$ cat src/rtl/scan_sequencer.sv
// UART-byte driven scan sequencer: header parser selects a tap,
// data bytes are shifted LSB first on tck/tdi/tms and tdo is returned.
module scan_sequencer #(
  parameter logic [7:0] SYNC_BYTE     = 8'hA5,
  parameter logic [7:0] DESELECT_BYTE = 8'h5A,
  parameter int         ADDR_WIDTH    = 16,
  parameter int         TCK_DIV       = 4
) (
  input  logic                  clk,
  input  logic                  rst_n,
  input  logic [7:0]            rx_data,
  input  logic                  rx_valid,
  input  logic                  mode,
  output logic [7:0]            tx_data,
  output logic                  tx_valid,
  input  logic                  tx_ready,
  output logic                  tck,
  output logic                  tdi,
  input  logic                  tdo,
  output logic                  tms,
  output logic                  tap_sel,
  output logic [ADDR_WIDTH-1:0] tap_addr,
  output logic                  busy,
  output logic                  err
);

  localparam int DW = $clog2(TCK_DIV + 1);
  localparam logic [DW-1:0] LAST = DW'(TCK_DIV - 1);

  typedef enum logic [1:0] {IDLE, SHIFT, RESP} state_t;
  typedef enum logic [1:0] {P_SYNC, P_HI, P_LO} pstate_t;

  state_t                state_q, state_d;
  pstate_t               pst_q, pst_d;
  logic [7:0]            hi_q, hi_d;
  logic [ADDR_WIDTH-1:0] addr_d;
  logic                  sel_d;
  logic [6:0]            sreg_q, sreg_d;
  logic [7:0]            cap_q, cap_d;
  logic [7:0]            txd_d;
  logic                  txv_d;
  logic                  tck_d, tdi_d, err_d;
  logic [DW-1:0]         div_q, div_d;
  logic [2:0]            bit_q, bit_d;
  logic                  addr_byte, data_byte;

  assign addr_byte = rx_valid & ~mode;
  assign data_byte = rx_valid & mode;
  assign tms  = (state_q == SHIFT);
  assign busy = (state_q != IDLE);

  always_comb begin
    state_d = state_q;
    pst_d   = pst_q;
    hi_d    = hi_q;
    addr_d  = tap_addr;
    sel_d   = tap_sel;
    sreg_d  = sreg_q;
    cap_d   = cap_q;
    txd_d   = tx_data;
    txv_d   = tx_valid;
    tck_d   = tck;
    tdi_d   = tdi;
    div_d   = div_q;
    bit_d   = bit_q;
    err_d   = data_byte & ((state_q != IDLE) | ~tap_sel);

    // header parser runs independently of any shift in flight
    if (addr_byte) begin
      unique case (1'b1)
        pst_q == P_SYNC: begin
          if (rx_data == SYNC_BYTE)
            pst_d = P_HI;
          else if (rx_data == DESELECT_BYTE)
            sel_d = 1'b0;
        end
        pst_q == P_HI: begin
          hi_d  = rx_data;
          pst_d = P_LO;
        end
        pst_q == P_LO: begin
          addr_d = ADDR_WIDTH'({hi_q, rx_data});
          sel_d  = 1'b1;
          pst_d  = P_SYNC;
        end
        default: pst_d = P_SYNC;
      endcase
    end else if (data_byte) begin
      pst_d = P_SYNC;
    end

    unique case (1'b1)
      state_q == IDLE: begin
        if (data_byte && tap_sel) begin
          state_d = SHIFT;
          sreg_d  = rx_data[7:1];
          tdi_d   = rx_data[0];
          tck_d   = 1'b0;
          div_d   = '0;
          bit_d   = '0;
        end
      end
      state_q == SHIFT: begin
        if (div_q == LAST) begin
          div_d = '0;
          tck_d = ~tck;
          // falling tck edge: capture tdo, present next tdi
          if (tck) begin
            cap_d  = {tdo, cap_q[7:1]};
            tdi_d  = sreg_q[0];
            sreg_d = {1'b0, sreg_q[6:1]};
            bit_d  = 3'(bit_q + 3'd1);
            if (bit_q == 3'd7) begin
              state_d = RESP;
              tck_d   = 1'b0;
              tdi_d   = 1'b0;
              txd_d   = {tdo, cap_q[7:1]};
              txv_d   = 1'b1;
            end
          end
        end else begin
          div_d = DW'(div_q + 1'b1);
        end
      end
      state_q == RESP: begin
        if (tx_ready) begin
          txv_d   = 1'b0;
          state_d = IDLE;
        end
      end
      default: state_d = IDLE;
    endcase
  end

  always_ff @(posedge clk or negedge rst_n) begin
    if (!rst_n) begin
      state_q  <= IDLE;
      pst_q    <= P_SYNC;
      hi_q     <= '0;
      tap_addr <= '0;
      tap_sel  <= 1'b0;
      sreg_q   <= '0;
      cap_q    <= '0;
      tx_data  <= '0;
      tx_valid <= 1'b0;
      tck      <= 1'b0;
      tdi      <= 1'b0;
      div_q    <= '0;
      bit_q    <= '0;
      err      <= 1'b0;
    end else begin
      state_q  <= state_d;
      pst_q    <= pst_d;
      hi_q     <= hi_d;
      tap_addr <= addr_d;
      tap_sel  <= sel_d;
      sreg_q   <= sreg_d;
      cap_q    <= cap_d;
      tx_data  <= txd_d;
      tx_valid <= txv_d;
      tck      <= tck_d;
      tdi      <= tdi_d;
      div_q    <= div_d;
      bit_q    <= bit_d;
      err      <= err_d;
    end
  end

endmodule

$ cat config.mk
export PLATFORM = sky130hd
export DESIGN_NAME = scan_sequencer
export DESIGN_NICKNAME = d
export VERILOG_FILES = /design/src/rtl/scan_sequencer.sv
export SDC_FILE = /design/constraint.sdc
export NUM_CORES = 1
export LEC_CHECK = 0
export CORE_MARGIN = 4
export CORE_UTILIZATION = 30
export CTS_BUF_LIST = sky130_fd_sc_hd__clkbuf_16
export DETAILED_ROUTE_END_ITERATION = 10
export PLACE_DENSITY = 0.57
export SLEW_MARGIN = 25
export SYNTH_ARGS = -nofsm -noshare
export SYNTH_HDL_FRONTEND = slang
export SYNTH_SLANG_ARGS = --single-unit
$ cat constraint.sdc
create_clock -name clk -period 2.7 [get_ports clk]
set_input_delay 0.675 -clock clk [delete_from_list [all_inputs] [get_ports clk]]
set_output_delay 0.675 -clock clk [all_outputs]
set_load 0.02 [all_outputs]
==> impl_metrics.yaml <==
status:
  status: "complete, no violations"
worst_setup_path:
  reg2reg_slack_ns: 0.84
  critPathMaxFanout: 9
  crit_type: "reg -> out"
  crit_required_ns: 2.03
  worstPathArrival_ns: 1.79
  crit_path_start_kind: "flip-flop"
  end_kind: "output port"
finish:
  layout-drive-gt1-share_pct: 31.51
  nNetsFinal: 252
  final_common_cell: "dfrtp_1"
  antennaDiodeCount: 0
  final_cell_mix: "dfrtp_1 (61), clkdlybuf4s50_1 (43), mux2_2 (39), mux2_4 (10)"
  syn_to_final_growth_pct: 32.21
floorplanning:
  die_w_um: 101.9
  die_area_mm2: 0.01038
  die_h_um: 101.9
  start_util_pct: 31.56
  rows: 33
  io_pins: 45
  coreArea_mm2: 0.008382
timing:
  setup_viol: 0
  fin_skew_ns: 0.007404
  timing.final.crit_period_ns: 2.470
  drv_slew: 0
  setup-tns-final_ns: 0
  maxSlewHeadroom_pct: 67.94
  worst_slew_pin_slew_ns: 0.4805
  max_freq_ghz: 0.4049
  fin_ws_ns: 0.2302
  final-hold-violation-count: 0
  rsz0062_at_grt: "no"
  fin_crit_sh_pct: 91.47
power_and_ir_drop:
  vdd.ir_drop.worst_uv: 323.3
  p_leak_nw: 1.637
  p_per_area_mw_per_mm2: 603.8
  totalPowerFinal_w: 0.002111
cts:
  numCtsBuffers: 9
  cts_max_path_buffers: 2
  cts_setup_buffers: 0
  insertion_delay_ns: 0.32
  clock_sinks: 61
  cts_root_buf: "clkbuf_16"
  cts_tree: "yes"
  cts_hold_buf: 0
  ctsResizeCount: 0
  htreeDepth: 3
  clk_pin_slew_worst_paths_ns: 0.05
logic_synthesis:
  synth_seq_cells: 61
  syn_area_mm2: 0.002645
  yosys.area.top_type_share_pct: 57.71
  yosysSeqAreaShare_pct: 57.71
  synth_edf_count: 0
  synth_cell_types: 40
  ys_warn_count: 0
  synthCells: 181
  async_reset_ff_share_pct: 100.0
  syn-num-nets: 198
  postSynthAreaPerCell_um2: 14.61
  synthTopCellsByArea: "dfrtp_1 (58%), mux2_2 (17%), mux2_4 (5.7%)"
  yosysTopAreaCell: "dfrtp_1"
  synth_flop_cell: "dfrtp_1"
grt:
  grt_antenna_before_repair: 0
  grt-ovfl-total: 0
  grt_usage_pct: 11.04
  grt_pass1_wl_um: 8700
  grt_max_degree: 62
  first_global_vias: 1735
flow_run:
  cap_violations: 0
drt:
  firstDrtPassIters: 3
  vias: 1578
  vias_per_cell: 4.601
  drc_errors: 0
  wl_um: 5169
  drt_iter0_drc: 38
  avgRoutedWirePerCell_um: 15.07
  antenna_left: 0
placement:
  io_buffers: 44
  gp_congestion: 0.7026
  hpwlAfterDp_um: 3482
  dp_worst_setup_slack_ns: 0.3232
hold_path:
  hp-class: "in -> async"
==> layer usage <==
metal  up-vias  part of all wire (%)  track usage (%)
li1        758                     -                -
met1       785                    48            14.37
met2        27                    46            16.30
met3         8                   3.8            3.618
met4         0                   2.3            6.054
met5         -                     0                0
==> state kept, by name (all words and copies together), names as in the netlist <==
signal and cells:
tdi 1, sreg_q 7, hi_q 8, tx_data 8, state_q 2, tck 1, div_q 3, cap_q 7
bit_q 3, tx_valid 1, pst_q 2, tap_addr 16, tap_sel 1, err 1
==> final timing paths <==
| kind | startpoint | to | depth (start not counted) |
|---|---|---|---|
| max | state_q[1] | tms | 3 |
| min | rst_n | tx_data[5] | 2 |
| max reg2reg | state_q[1] | cap_q[1] | 4 |
| min reg2reg | div_q[0] | div_q[0] | 1 |
| max in group asynchronous | rst_n | tap_addr[10] | 2 |
| min in group clk | div_q[0] | div_q[0] | 1 |
==> critical path, stage by stage, from the launching register on <==
cell,delay [ns]
dfrtp_1,0.47
nand2b_1,0.25
inv_6,0.13
clkdlybuf4s50_1,0.63
==> cells by family (layout without fill, tap and decap cells) <==
group,Yosys count,after routing,synth area share (%)
buffers and inverters,15,72,3.453
adder cells (fa/ha/maj),3,3,1.419
multiplexers,52,52,23.51
AND/OR/NAND/NOR,31,31,8.609
flip-flops,61,61,57.71
AO/OA/AOI/OAI,19,19,5.299
==> final cells by class <==
| type | count | area, um^2 |
|---|---|---|
| repair buffers | 48 | 490.5 |
| flip-flops and latches | 61 | 1526 |
| clock buffers | 9 | 225.2 |
| clock inverters | 5 | 53.80 |
| inverters | 10 | 42.54 |
| multi-input cells | 105 | 1027 |
| well taps | 105 | 131.4 |
| fillers | 787 | 4885 |
==> synth_stat cells, drive strengths merged (3+ instances only) <==
master,count
nand2,4
nor2,3
nand3,3
a21oi,4
dfrtp,61
buf,5
mux2,51
inv,10
a21o,4
o21ai,3
ha,3
==> stage by stage <==
| stage | area, um^2 | hold slack, ns | utilization [%] | std cells |
|---|---|---|---|---|
| global route | 3497 | 0.3869 | 41.72 | 343 |
| floorplan | 2645 | 0.3794 | - | 181 |
| detailed placement | 3218 | 0.4746 | 38.39 | 329 |
| finish | 3497 | 0.3593 | 41.72 | 343 |
| CTS | 3497 | 0.3711 | 41.72 | 343 |
| global placement | 3218 | 0.4722 | 38.39 | 329 |
==> where the power goes <==
group          internal [W]  switching [W]
registers          0.000932     0.00000989
clock network      0.000697       0.000381
logic             0.0000442      0.0000466
total               0.00167       0.000438
No activity file was read; power rests on OpenSTA's default activity.
